**config.mk**
```make
export PLATFORM = sky130hd
export DESIGN_NAME = e15_prog_loader
export DESIGN_NICKNAME = d
export VERILOG_FILES = /design/src/rtl/e15_prog_loader.sv
export SDC_FILE = /design/constraint.sdc
export NUM_CORES = 1
export LEC_CHECK = 0
export CORE_MARGIN = 8
export CORE_UTILIZATION = 35
export DETAILED_ROUTE_END_ITERATION = 8
export GPL_TIMING_DRIVEN = 1
export PLACE_DENSITY = 0.52
export SYNTH_ARGS = -nofsm -noshare
export SYNTH_HDL_FRONTEND = slang
export SYNTH_SLANG_ARGS = --single-unit
```
**constraint.sdc**
```tcl
create_clock -name clk -period 7.2 [get_ports clk]
set_clock_uncertainty 0.15 [all_clocks]
set_input_delay 1.44 -clock clk [delete_from_list [all_inputs] [get_ports clk]]
set_output_delay 1.44 -clock clk [all_outputs]
set_load 0.05 [all_outputs]
```
**src/rtl/e15_prog_loader.sv**
```systemverilog
// Program loader and instruction store for the E15 core.
// Ports: clk, rst_n, load_start/load_len, nib_valid/nib_data/nib_ready,
//        fetch_addr/fetch_instr, core_run, load_busy.
module e15_prog_loader #(
    parameter int WORDS = 16,
    parameter int IW    = 12
) (
    input  logic          clk,
    input  logic          rst_n,
    input  logic          load_start,
    input  logic [3:0]    load_len,
    input  logic          nib_valid,
    input  logic [3:0]    nib_data,
    output logic          nib_ready,
    input  logic [3:0]    fetch_addr,
    output logic [IW-1:0] fetch_instr,
    output logic          core_run,
    output logic          load_busy
);

    localparam logic [1:0] IDLE = 2'd0;
    localparam logic [1:0] LOAD = 2'd1;
    localparam logic [1:0] RUN  = 2'd2;

    logic [1:0]    state;
    logic [1:0]    nib_cnt;
    logic [3:0]    addr;
    logic [3:0]    last;
    logic [7:0]    asm_hi;
    logic [IW-1:0] mem [WORDS];

    always_ff @(posedge clk or negedge rst_n) begin
        if (!rst_n) begin
            state   <= IDLE;
            nib_cnt <= 2'd0;
            addr    <= 4'd0;
            last    <= 4'd0;
            asm_hi  <= 8'h00;
            for (int i = 0; i < WORDS; i++) begin
                mem[i] <= '0;
            end
        end else begin
            unique case (state)
                IDLE, RUN: begin
                    if (load_start) begin
                        state   <= LOAD;
                        last    <= load_len;
                        addr    <= 4'd0;
                        nib_cnt <= 2'd0;
                        for (int i = 0; i < WORDS; i++) begin
                            mem[i] <= '0;
                        end
                    end
                end
                LOAD: begin
                    if (nib_valid) begin
                        unique case (nib_cnt)
                            2'd0: begin
                                asm_hi[7:4] <= nib_data;
                                nib_cnt     <= 2'd1;
                            end
                            2'd1: begin
                                asm_hi[3:0] <= nib_data;
                                nib_cnt     <= 2'd2;
                            end
                            default: begin
                                mem[addr] <= {asm_hi, nib_data};
                                addr      <= addr + 4'd1;
                                nib_cnt   <= 2'd0;
                                if (addr == last) begin
                                    state <= RUN;
                                end
                            end
                        endcase
                    end
                end
                default: state <= IDLE;
            endcase
        end
    end

    assign nib_ready = (state == LOAD);
    assign load_busy = (state == LOAD);
    assign core_run  = (state == RUN);

    // Outside RUN the core sees "jmp -pc", which walks its pc to 0
    // and then parks there on jmp +0.
    always_comb begin
        if (state == RUN) begin
            fetch_instr = mem[fetch_addr];
        end else begin
            fetch_instr = {8'h00, 4'(~fetch_addr + 4'd1)};
        end
    end

endmodule

```
==> results of run 1 <==
## worst reg2reg max path, stage by stage, from the launching register on
cell      delay, ps
dfrtp_1         490
nand2b_4        520
buf_4           810
buf_4           770
nand2_1         140
mux2i_1         190
## final cells by class
class	instances	area, µm²
flip-flops and latches	212	5310
well taps	390	488
clock buffers	40	762
repair buffers	37	345
inverters	6	22.5
clock inverters	3	46.3
multi-input cells	596	4740
fillers	2855	17800
## cells by family after synthesis
logic type / synth area share [%]
flip-flops: 51.0
multiplexers: 31.4
AND/OR/NAND/NOR: 10.9
AO/OA/AOI/OAI: 2.05
buffers and inverters: 3.52
XOR/XNOR: 0.505
adder cells (fa/ha/maj): 0.602
## Yosys cell counts
cell type,instances
nand2_1,234
mux2i_1,225
dfrtp_1,212
mux4_2,41
clkbuf_1,38
buf_2,26
nand3_1,11
mux2_2,8
nor2_1,8
o22ai_1,8
buf_1,6
ha_1,5
inv_1,5
nor2b_1,5
o21ai_0,5
a21oi_1,4
nor3_1,4
xor2_1,4
a21boi_1,3
a22oi_1,3
buf_4,3
nand2b_1,3
nor4_1,3
a22o_1,2
a31oi_1,2
and3b_1,2
o211ai_1,2
or3_1,2
xnor2_1,2
a21boi_2,1
a21o_1,1
and3_1,1
buf_6,1
buf_8,1
inv_2,1
nand3b_1,1
nand4_1,1
nand4b_1,1
nor3b_1,1
o2bb2ai_1,1
or3b_2,1
or4_1,1
## worst paths after layout
path	from	to	slack (ps)	cells after the start
worst max-delay path	fetch_addr[1]	fetch_instr[3]	1430	6
worst min-delay path	nib_cnt[0]$_DFFE_PN0P_	nib_cnt[0]$_DFFE_PN0P_	350	2
worst max register to register	state[0]$_DFFE_PN0P_	mem[66]$_DFFE_PN0P_	4040	5
worst min register to register	nib_cnt[0]$_DFFE_PN0P_	nib_cnt[0]$_DFFE_PN0P_	350	2
max in group asynchronous	rst_n	mem[100]$_DFFE_PN0P_	4640	2
min in group asynchronous	rst_n	mem[108]$_DFFE_PN0P_	800	1
## layer usage
metal	vias to the layer above	global-route usage (%)	routed length, µm
li1	3052	-	-
met4	0	4.09	551
met5	-	0	0
met3	30	1.52	893
met2	109	23.4	12100
met1	3392	21.6	12700
## power by group
group | leakage [µW] | total [µW] | internal, µW | switching (µW)
Clock | 0.000393 | 1240 | 754 | 481
Sequential | 0.00289 | 1660 | 1480 | 183
Combinational | 0.00308 | 1090 | 396 | 689
## flip-flops by register name, indices dropped and copies added (netlist names)
signal,cells
mem,192
addr,4
nib_cnt,2
asm_hi,8
last,4
state,2
## stage by stage
stage                     total power [µW]  hold slack [ps]
after CTS                             4040              351
final                                 3990              345
after global routing                  4240              372
after floorplan                       2450              305
after global placement                2770              327
after detailed placement              2790              334
==> metrics.txt, run 1 <==
critical path endpoint category output pin; synth warn 0; Mapped Area approximately 10000 µm²; Cell Area, Placed 10900 µm²; Layout Cells excl Fill 1284; final hold vios 0; leading cell types in the layout, fill and taps excluded 234 x nand2_1, 225 x mux2i_1, 212 x dfrtp_1; vias in the first global route 6999; Rows between 60 and 70; initial antenna violation count 0; Leak 0.00637 µW; most common cell after layout, fill and taps aside nand2_1; global-route wire length before repair 42300 µm; chip width 188 µm; Peak VDD IR 0.203 mV; startpoint types input pin; Vias per Instance 5.13; placed cell count 1241; post-cts resize count 0; die height roughly 190 µm; CP max-delay cell clkdlybuf4s50_1; routed wire length ~26000 µm; TritonCTS buffer count 24; max frequency 173 MHz; pin count of the biggest net entering global routing 92; Slew HR 31.5%; cts hold-fix bufs 0; total vias in the final route approximately 6600; Clock Latency Late Sink just over 500 ps; Area Overhead vs Synth 12.5%; Setup violations, final 0; Worst-path clk slew about 60 ps; CP delay by family, top buffers and inverters; Max Buffers Root-to-Sink 3; Synth Net Count 910; grt total ovfl 0; Unique masters post-synth 42; core area roughly 30000 µm²; fin worst setup slack roughly 1400 ps; drt initial violations 417; Initial Utilization a little over a third; CP Class in2out; Synth Register Bits 212; Antenna Cells 0; Port Buffers 30; antenna viol nets, final 0; DPL Wire Length 16200 µm; CP arrival about 4200 ps; Max Cap Violations 0; IO Count 31; CP max FO 37; RSZ-0062 raised after global routing no; Residual DRC 0; routed len/inst slightly above 20 µm; layout cell share with drive strength beyond 1 ~11%; Layout Utilization 39.7%; worst-margin pin slew 1030 ps; crit share post-route 80.1%; Max stage delay on crit path ~820 ps; Yosys top cell by area dfrtp_1; pwr dens 341 nW/µm²; All-Layer GR Usage 14.9%; WP data required roughly 5600 ps; clk sinks 212; sequential share of the synthesized area about half; Place WS 1410 ps; CTS tree done; final setup TNS 0 ps; max-slew violation count 0; Worst Path Buf+Inv 2; Post-Synthesis Cells around 890; H-Tree Depth 1; worst hold path class reg2reg; status complete, no violations; Setup Fix Bufs, Post-CTS 0; DRT Pass-1 Iters 5; Die ar. roughly 35000 µm²; top cells by area, synth dfrtp_1 51%, mux2i_1 22%, mux4_2 8.9%; root buffer cell clkbuf_16; top cell type's share of synthesized area 51.0%; crit-path cells buf_2 -> nor2_1 -> and3_1 -> or4_1 -> nand3_1 -> clkdlybuf4s50_1; Avg Cell Area, Syn 11.7 µm²; cell area after layout 11700 µm²; minimum clock period 5770 ps; Final #Nets ~900; GP Congestion 0.789
(Power assumes the default switching activity.)
==> run 2, diff against run 1 <==
- PLACE_DENSITY: 0.52 -> 0.54
- clock period: 7.2 -> 4.87 ns (I/O delays scaled with it)
==> run 2 against run 1 <==
Register-to-register slack got worse by 1800 ps. Clock-buffer cell count increased by 1. Sequential cell count unchanged. Setup slack got worse by 850 ps. Largest cell class unchanged. Highest routed layer unchanged.
==> metrics.txt, run 2 (same netlist as run 1, synthesis figures left out) <==
status complete, no violations (unchanged); cts hold-fix bufs 0 (unchanged); Crit. Startpoint fetch_addr[3] (was fetch_addr[1]); Biggest register mem (unchanged); final hold vios 0 (unchanged); Max Cap Violations 0 (unchanged); antenna viol nets, final 0 (unchanged); routed wire length 27500 µm (was 26200 µm); max FFs per register 192 (unchanged); met2 WL 13100 µm (was 12100 µm); Initial Utilization 35.3% (unchanged); layout cell share with drive strength beyond 1 13.9% (was 11.2%); Leak 0.00649 µW (was 0.00637 µW); vias in the first global route 6934 (was 6999); worst hold path class reg2reg (unchanged); final setup TNS 0 ps (unchanged); crit share post-route between 80% and 90%; crit-path cells clkdlybuf4s50_1 -> or3b_2 -> o22ai_1 -> clkdlybuf4s50_1 (was buf_2 -> nor2_1 -> and3_1 -> or4_1 -> nand3_1 -> clkdlybuf4s50_1); Largest regs mem: 192 flops, asm_hi: 8 flops (unchanged); leading cell types in the layout, fill and taps excluded 234 x nand2_1, 225 x mux2i_1, 212 x dfrtp_1 (unchanged); clk sinks 212 (unchanged); initial antenna violation count 0 (unchanged); DRT Pass-1 Iters 5 (unchanged); All-Layer GR Usage 15.6% (was 14.9%); Max Buffers Root-to-Sink 3 (unchanged); reg2reg start nib_cnt[1]$_DFFE_PN0P_ (was state[0]$_DFFE_PN0P_); Final #Nets 912 (was 898); post-cts resize count 0 (unchanged); total vias in the final route 6622 (was 6583); root buffer cell clkbuf_16 (unchanged); Setup violations, final 0 (unchanged); Worst Path Buf+Inv 2 (unchanged); Clock Latency Late Sink 510 ps (about the same); WP data required 3750 ps (was 5610 ps); wl on met1 13200 µm (was 12700 µm); Storage cell area 5310 µm² (unchanged); most frequent CP cell clkdlybuf4s50_1; routed len/inst 21.2 µm (was 20.4 µm); Rows 63 (unchanged); global-route wire length before repair 43600 µm (was 42300 µm); CP max-delay cell clkdlybuf4s50_1 (unchanged); startpoint types input pin (unchanged); max frequency 233 MHz; Filler Cell Count 2864 (was 2855); Slew HR 22.6% (was 31.5%); CP arrival 3160 ps (was 4180 ps); top layer in use met4 (unchanged); Area Overhead vs Synth 14.1% (was 12.5%); hold_ws 349 ps (was 345 ps); Port Buffers 30 (unchanged); IO Count 31 (unchanged); Residual DRC 0 (unchanged); pwr dens 507 nW/µm² (was 341 nW/µm²); RSZ-0062 raised after global routing no (unchanged); Max stage delay on crit path 850 ps (was 820 ps); CP max FO 9 (was 37); die height 188 µm (unchanged); GP Congestion 0.747 (was 0.789); CTS tree done (unchanged); grt total ovfl 0 (unchanged); placed cell count 1254 (was 1241); WL met3 707 µm (was 893 µm); H-Tree Depth 1 (unchanged); DPL Wire Length 16200 µm (about the same); Hold Path Origin nib_cnt[0]$_DFFE_PN0P_ (unchanged); Antenna Cells 0 (unchanged); worst-margin pin slew 1160 ps (was 1030 ps); core area 29500 µm² (unchanged); total power 6010 µW (was 3990 µW); TritonCTS buffer count 25 (was 24); Cell Area, Placed 11000 µm² (was 10900 µm²); minimum clock period 4290 ps; drt initial violations 573 (was 417); Multi-input gate area 4740 µm² (unchanged); Peak VDD IR 0.345 mV (was 0.203 mV); CP Class in2out (unchanged); cell area after layout 11900 µm² (was 11700 µm²); most common cell after layout, fill and taps aside nand2_1 (unchanged); Die ar. 35500 µm² (unchanged); Layout Cells excl Fill 1299 (was 1284); Vias per Instance 5.10 (was 5.13); chip width 188 µm (unchanged); Worst-path clk slew 60 ps (about the same); max-slew violation count 0 (unchanged); pin count of the biggest net entering global routing 198 (was 92); Setup Fix Bufs, Post-CTS 0 (unchanged); CP delay by family, top buffers and inverters (unchanged); critical path endpoint category output pin (unchanged)
[run 2: per-layer routing]
metal  GRT usage (%)  vias to the layer above
li1                -                     3082
met1            22.3                     3429
met2            25.1                       76
met3            1.55                       35
met4            3.82                        0
met5               0                        -
[run 2: report_power, final]
group	switching [µW]	internal (µW)	total, µW	leakage [µW]
Combinational	1020	595	1610	0.00316
Clock	733	1210	1950	0.000429
Sequential	266	2190	2460	0.00289
[run 2: worst paths after layout]
check | to | slack, ps | depth (start not counted)
min in group asynchronous | addr[0]$_DFFE_PN0P_ | 380 | 1
worst max-delay path | fetch_instr[5] | 580 | 4
worst min register to register | nib_cnt[0]$_DFFE_PN0P_ | 350 | 2
max in group asynchronous | mem[86]$_DFFE_PN0P_ | 3110 | 2
worst min-delay path | nib_cnt[0]$_DFFE_PN0P_ | 350 | 2
worst max register to register | mem[33]$_DFFE_PN0P_ | 2270 | 4
[run 2: through the flow]
step | util, % | setup slack [ps]
2_1_floorplan | - | 1060
3_3_place_gp | 37.3 | 567
3_5_place_dp | 37.3 | 565
4_1_cts | 40.2 | 559
5_1_grt | 40.2 | 466
6_report | 40.2 | 583
[run 2: worst min-delay path: stages, from the launching register on]
cell and delay, ps:
dfrtp_1 360, nand2_1 50, nand2_1 60
[run 2: cell type report]
class	count	area share (%)
Tap cell	390	4.11
Multi-Input combinational cell	596	39.9
Sequential cell	212	44.7
Clock inverter	4	0.591
Clock buffer	41	6.71
Timing Repair Buffer	50	3.74
Inverter	6	0.190
